`config.mk`:
```
export PLATFORM = sky130hd
export DESIGN_NAME = dp_operand_feeder
export DESIGN_NICKNAME = d
export VERILOG_FILES = /design/src/rtl/dp_operand_feeder.sv
export SDC_FILE = /design/constraint.sdc
export NUM_CORES = 2
export LEC_CHECK = 0
export ABC_AREA = 1
export CAP_MARGIN = 25
export CORE_MARGIN = 5
export CORE_UTILIZATION = 30
export DETAILED_ROUTE_END_ITERATION = 10
export DONT_BUFFER_PORTS = 1
export SYNTH_ARGS = -nofsm -noshare
export SYNTH_HDL_FRONTEND = slang
export SYNTH_SLANG_ARGS = --single-unit
```
`constraint.sdc`:
```
create_clock -name clk -period 4.52 [get_ports clk]
set_input_delay 1.356 -clock clk [delete_from_list [all_inputs] [get_ports clk]]
set_output_delay 1.356 -clock clk [all_outputs]
set_load 0.005 [all_outputs]
```
`src/rtl/dp_operand_feeder.sv`:
```
// dp_operand_feeder
//   Producer side of the dot-product operand bus. It accepts one (pixel, weight)
//   pair per handshake and packs the pairs into a shadow chunk of
//   PARALLEL*BUS_WIDTH elements. At each wrap of the free-running slot counter,
//   a full shadow chunk moves to the active buffer. The active buffer drives the
//   flat Pixels/Weights buses for one BUS_WIDTH-cycle window, in lockstep with
//   the consumer's element counter. The final partial chunk is zero-padded.
//
// Ports
//   clk          clock, all logic on posedge
//   GlobalReset  synchronous active-high reset (shared with the consumer)
//   start        begin a pass; honoured only in IDLE
//   in_valid     in_pixel/in_weight valid
//   in_ready     pair is accepted this cycle when in_valid is also high
//   in_pixel     pixel operand
//   in_weight    weight operand
//   Pixels       active chunk, element k at [k*PIXEL_SIZE +: PIXEL_SIZE]
//   Weights      active chunk, element k at [k*WEIGHT_SIZE +: WEIGHT_SIZE]
//   bus_valid    active chunk holds real data
//   frame_start  bus_valid while the slot counter is 0
//   underrun     sticky: a window was zero-filled; cleared by start
//   done         one-cycle pulse after the final chunk window
module dp_operand_feeder #(
   parameter int PARALLEL    = 4,
   parameter int BUS_WIDTH   = 7,
   parameter int PIXEL_SIZE  = 10,
   parameter int WEIGHT_SIZE = 19,
   parameter int PIXEL_N     = 785
) (
   input  logic                                       clk,
   input  logic                                       GlobalReset,
   input  logic                                       start,
   input  logic                                       in_valid,
   output logic                                       in_ready,
   input  logic [PIXEL_SIZE-1:0]                      in_pixel,
   input  logic [WEIGHT_SIZE-1:0]                     in_weight,
   output logic [BUS_WIDTH*PARALLEL*PIXEL_SIZE-1:0]   Pixels,
   output logic [BUS_WIDTH*PARALLEL*WEIGHT_SIZE-1:0]  Weights,
   output logic                                       bus_valid,
   output logic                                       frame_start,
   output logic                                       underrun,
   output logic                                       done
);

   localparam int CHUNK = PARALLEL * BUS_WIDTH;
   localparam int SW    = (BUS_WIDTH > 1) ? $clog2(BUS_WIDTH) : 1;
   localparam int IW    = $clog2(CHUNK + 1);
   localparam int EW    = $clog2(PIXEL_N + 1);
   localparam int PBW   = CHUNK * PIXEL_SIZE;
   localparam int WBW   = CHUNK * WEIGHT_SIZE;

   typedef enum logic [1:0] {IDLE, FILL, DRAIN} state_t;

   state_t          state;
   state_t          state_nxt;
   logic [SW-1:0]   slot_cnt;
   logic            wrap;
   logic [IW-1:0]   wr_idx;
   logic [EW-1:0]   elem_cnt;
   logic            shadow_full;
   logic [PBW-1:0]  shadow_pix;
   logic [WBW-1:0]  shadow_wgt;
   logic            accept;

   assign wrap        = (slot_cnt == SW'(BUS_WIDTH - 1));
   assign accept      = in_valid && in_ready;
   assign frame_start = bus_valid && (slot_cnt == '0);

   // Slot counter: runs in every state so it never drifts from the consumer.
   always_ff @(posedge clk) begin
      if (GlobalReset) begin
         slot_cnt <= '0;
      end else if (wrap) begin
         slot_cnt <= '0;
      end else begin
         slot_cnt <= slot_cnt + SW'(1);
      end
   end

   always_ff @(posedge clk) begin
      if (GlobalReset) begin
         state <= IDLE;
      end else begin
         state <= state_nxt;
      end
   end

   // The last-accept test is written out here rather than reusing accept.
   // That keeps in_ready from feeding back into the block that drives it.
   always_comb begin
      state_nxt = state;
      in_ready  = 1'b0;
      case (state)
         IDLE: begin
            if (start) state_nxt = FILL;
         end
         FILL: begin
            in_ready = !shadow_full;
            if (in_valid && !shadow_full && (elem_cnt == EW'(PIXEL_N - 1)))
               state_nxt = DRAIN;
         end
         DRAIN: begin
            // Once the final chunk has been transferred, the shadow stays empty.
            // The next wrap therefore closes that chunk's window.
            if (wrap && !shadow_full) state_nxt = IDLE;
         end
         default: state_nxt = IDLE;
      endcase
   end

   // Shadow fill and active-buffer transfer. An accept and a transfer cannot
   // happen on the same edge: a transfer needs shadow_full, which holds in_ready low.
   always_ff @(posedge clk) begin
      if (GlobalReset) begin
         wr_idx      <= '0;
         elem_cnt    <= '0;
         shadow_full <= 1'b0;
         shadow_pix  <= '0;
         shadow_wgt  <= '0;
         Pixels      <= '0;
         Weights     <= '0;
         bus_valid   <= 1'b0;
         underrun    <= 1'b0;
         done        <= 1'b0;
      end else begin
         done <= 1'b0;
         if ((state == IDLE) && start) begin
            wr_idx      <= '0;
            elem_cnt    <= '0;
            shadow_full <= 1'b0;
            underrun    <= 1'b0;
         end
         if (accept) begin
            shadow_pix[int'(wr_idx)*PIXEL_SIZE +: PIXEL_SIZE]   <= in_pixel;
            shadow_wgt[int'(wr_idx)*WEIGHT_SIZE +: WEIGHT_SIZE] <= in_weight;
            wr_idx   <= wr_idx + IW'(1);
            elem_cnt <= elem_cnt + EW'(1);
            if ((wr_idx == IW'(CHUNK - 1)) || (elem_cnt == EW'(PIXEL_N - 1)))
               shadow_full <= 1'b1;
         end
         if (wrap) begin
            if (shadow_full) begin
               // Clearing the shadow here leaves zeros in the unwritten
               // entries of the final partial chunk.
               Pixels      <= shadow_pix;
               Weights     <= shadow_wgt;
               shadow_pix  <= '0;
               shadow_wgt  <= '0;
               wr_idx      <= '0;
               shadow_full <= 1'b0;
               bus_valid   <= 1'b1;
            end else if (state == FILL) begin
               // Zero weights keep the consumer's sum exact across a starved window.
               Pixels    <= '0;
               Weights   <= '0;
               bus_valid <= 1'b0;
               underrun  <= 1'b1;
            end else if (state == DRAIN) begin
               Pixels    <= '0;
               Weights   <= '0;
               bus_valid <= 1'b0;
               done      <= 1'b1;
            end
         end
      end
   end

endmodule

```
==> key figures <==
Run status
  • Status: finished with violations
  • Failing checks: slew limit, setup timing

Critical path
  • Worst path cell trace: inv_1 -> nand2_4 -> inv_8 -> buf_12 -> o21ai_0 -> nor2_1
  • WP data arrival: around 5400 ps
  • Top delay family on crit path: buffers and inverters
  • Worst Setup Path Type: in -> reg
  • WP data required: ~5300 ps
  • Crit path largest cell delay: about 1100 ps
  • Crit Path Max Fanout: slightly above 800
  • Worst path slowest cell: inv_1
  • Endpoint class of the critical path: flip-flop
  • Buf/Inv on CP: 3
  • Startpoint Class: input pin

Timing
  • Final worst-path cycle share: 1.025
  • RSZ-0062 raised after global routing: false
  • Final setup TNS: -4426 ps
  • Worst slew pin tran: 3453 ps
  • Setup Skew: 50.31 ps
  • Min cycle time layout: about 4600 ps
  • Final hold viol count: 0
  • Max transition margin: -1.302
  • Final WS setup: -112.2 ps
  • Setup violators final: 130
  • Fmax: 215.9 MHz
  • Final Max Tran Viols: 453

Global route
  • Initial antenna violation count: 9
  • Grt ovf: 0
  • Vias in the first global route: 51509
  • First-pass GRT wire length: ~370 mm
  • Gr usage total: 0.2292
  • Largest net degree at the start of global routing: 827

Clock network
  • CTS root buffer: clkbuf_16
  • CTS Buf Count: 175
  • CTS tree: done
  • Worst-skew pair later-pin latency: between 800 and 900 ps
  • Max Root-Sink Buffers: 3
  • # clock sinks: about 1600
  • Clock Pin Slew Worst Setup and Hold Paths: around 60 ps
  • H-tree levels: 4

Pwr
  • Maximum VDD drop: 0.0004224 V
  • Static Leakage: 25.07 nW
  • Power Dens Cells: 439.5 nW/um2

Finish
  • Area grow syn2layout: 14.07%
  • Fillers: 21609
  • Share of layout cells above drive strength 1: 0.06730
  • Storage cell area: 32990 um2
  • Multi-input logic area: 25060 um2
  • Nets: between 8000 and 9000
  • Cell area after layout: 70620 um2
  • Finished Core Util: 0.3445

Synthesis
  • Mapped cell area: slightly above 60000 um2
  • Sequential area share after synthesis: 0.5329
  • Synthesized Nets: 8322
  • Synth unique cells: between 50 and 60
  • Syn avg cell area: 7.485 um2
  • Number of flops mapped to enable cells by yosys: 0
  • Main flop type after synthesis: dfxtp_1
  • Flip-flop and latch count after synthesis: roughly 1600
  • Synthesized instance count: around 8300
  • Synth warnings: 0
  • Synth async-reset ratio: 0

Worst hold path
  • HP Class: reg -> reg

Placement
  • Dpl hpwl: 183.7 mm
  • # port buffers: 0
  • GPL Wtd Cong: 0.9509
  • Pre-CTS WS: around 350 ps
  • DP Area: 64470 um2

Routing
  • DRT Wirelength: 260.0 mm
  • DRT iter0 DRCs: 5344
  • Avg Vias per Cell: 5.087
  • DR vias: 55287
  • Antenna-violating nets left: 0
  • Remaining DRCs: 0
  • Number of detailed-route iterations in the first pass: 7
  • Drt wl/cell: 23.92 um

Floorplan
  • Starting density of the core: 0.3020
  • Full die area: 215600 um2
  • Core footprint: 205000 um2
  • Row count: 166
  • DIE HEIGHT: around 460 um
  • I/O pin total: 850
  • Die Width: 464.3 um

Run
  • Max cap viols: 0
==> stage by stage <==
stage               hold slack, ps  power, mW  std cells
finish                       448.7      31.04      10868
global route                 472.0      31.99      10864
CTS                          446.9      31.31      10859
detailed placement           435.8      16.18      10545
global placement             427.2      16.18      10545
floorplan                    417.3      15.69       8271
==> path summary, 6_finish.rpt <==
check,start,end,slack (ps),cells after the start
max,GlobalReset,shadow_wgt[54],-110,6
min,shadow_wgt[273],shadow_wgt[273],450,2
max reg2reg,wr_idx[2],shadow_pix[35],370,18
min reg2reg,shadow_wgt[273],shadow_wgt[273],450,2
==> sequential cells by signal, summed over array words and instances (netlist names) <==
register and flops:
Pixels 280, Weights 532, bus_valid 1, done 1
elem_cnt 10, shadow_full 1, shadow_pix 280, shadow_wgt 532
slot_cnt 3, state 2, underrun 1, wr_idx 5
==> per-layer routing <==
| metal | vias up | global-route usage | part of all wire |
|---|---|---|---|
| met3 | 435 | 0.07632 | 0.098 |
| met1 | 26349 | 0.2731 | 0.39 |
| met5 | - | 0 | 0.000038 |
| met4 | 2 | 0.09028 | 0.044 |
| met2 | 2221 | 0.3809 | 0.47 |
| li1 | 26280 | - | - |
==> tightest hold or removal path, delay by kind of cell (launching register included) <==
family,cells,cell delay [ps]
AO/OA/AOI/OAI,1,50
flip-flops,1,310
buffers and inverters,1,50
==> placed cells by master (no fill, tap or decap), types with 46 or more instances in the layout <==
| cell | Yosys | layout |
|---|---|---|
| clkbuf_8 | 0 | 46 |
| a211oi_1 | 90 | 90 |
| o21ai_0 | 608 | 608 |
| nand2_1 | 2182 | 2179 |
| nor2_1 | 1016 | 1003 |
| buf_4 | 14 | 116 |
| a21oi_1 | 1246 | 1246 |
| clkbuf_16 | 0 | 176 |
| dfxtp_1 | 1648 | 1648 |
| nand3_1 | 188 | 188 |
| inv_1 | 431 | 430 |
| nand4_1 | 67 | 67 |
==> power by group <==
group	internal [mW]	switching [mW]	total, mW
Clock	8.78	6.37	15.2
Sequential	14.5	0.0179	14.6
Combinational	0.255	1.06	1.31
==> Yosys cell counts (14+ instances only) <==
cell type  number  area [um2]
inv_2          29       108.9
nor2_4         17       191.4
a211oi_1       90       675.7
dfxtp_1      1648       32990
nor2_2         20       125.1
ha_1           17       212.7
buf_1          33       123.9
nand2_1      2182        8190
buf_4          14       105.1
a21oi_1      1246        6236
nand3_1       188       940.9
inv_1         431        1618
o21ai_0       608        3043
clkbuf_1      434        1629
buf_2          67       335.3
nor2_1       1016        3814
nand4_1        67       419.2
nor3_1         36       180.2
o21ai_1        31       155.2
==> cells by family (layout without fill, tap and decap cells) <==
| family | Yosys count | in the layout | synth area share |
|---|---|---|---|
| simple gates | 3562 | 3562 | 0.2288 |
| xor+xnor | 3 | 3 | 0.0007277 |
| compound gates | 2021 | 2021 | 0.1694 |
| flops | 1648 | 1648 | 0.5329 |
| buf+inv | 1019 | 920 | 0.06439 |
| other cells | 0 | 8 | 0 |
| fa+ha+maj | 18 | 18 | 0.003759 |
==> repair_timing <==
action	CTS	global route
hold endpoints to repair	0	0
endpoints found under the setup margin	0	1
resized for setup	0	1
hold buffers	0	0
buffers inserted	0	0
==> layout make-up <==
class / count / area share
diodes: 8 / 0.0002835
clock buffers: 250 / 0.07282
clock inverters: 64 / 0.01370
inverters: 468 / 0.02502
multi-input cells: 5604 / 0.3548
flip-flops and latches: 1648 / 0.4672
well taps: 2688 / 0.04763
repair buffers: 138 / 0.01857
(Power assumes the default switching activity.)
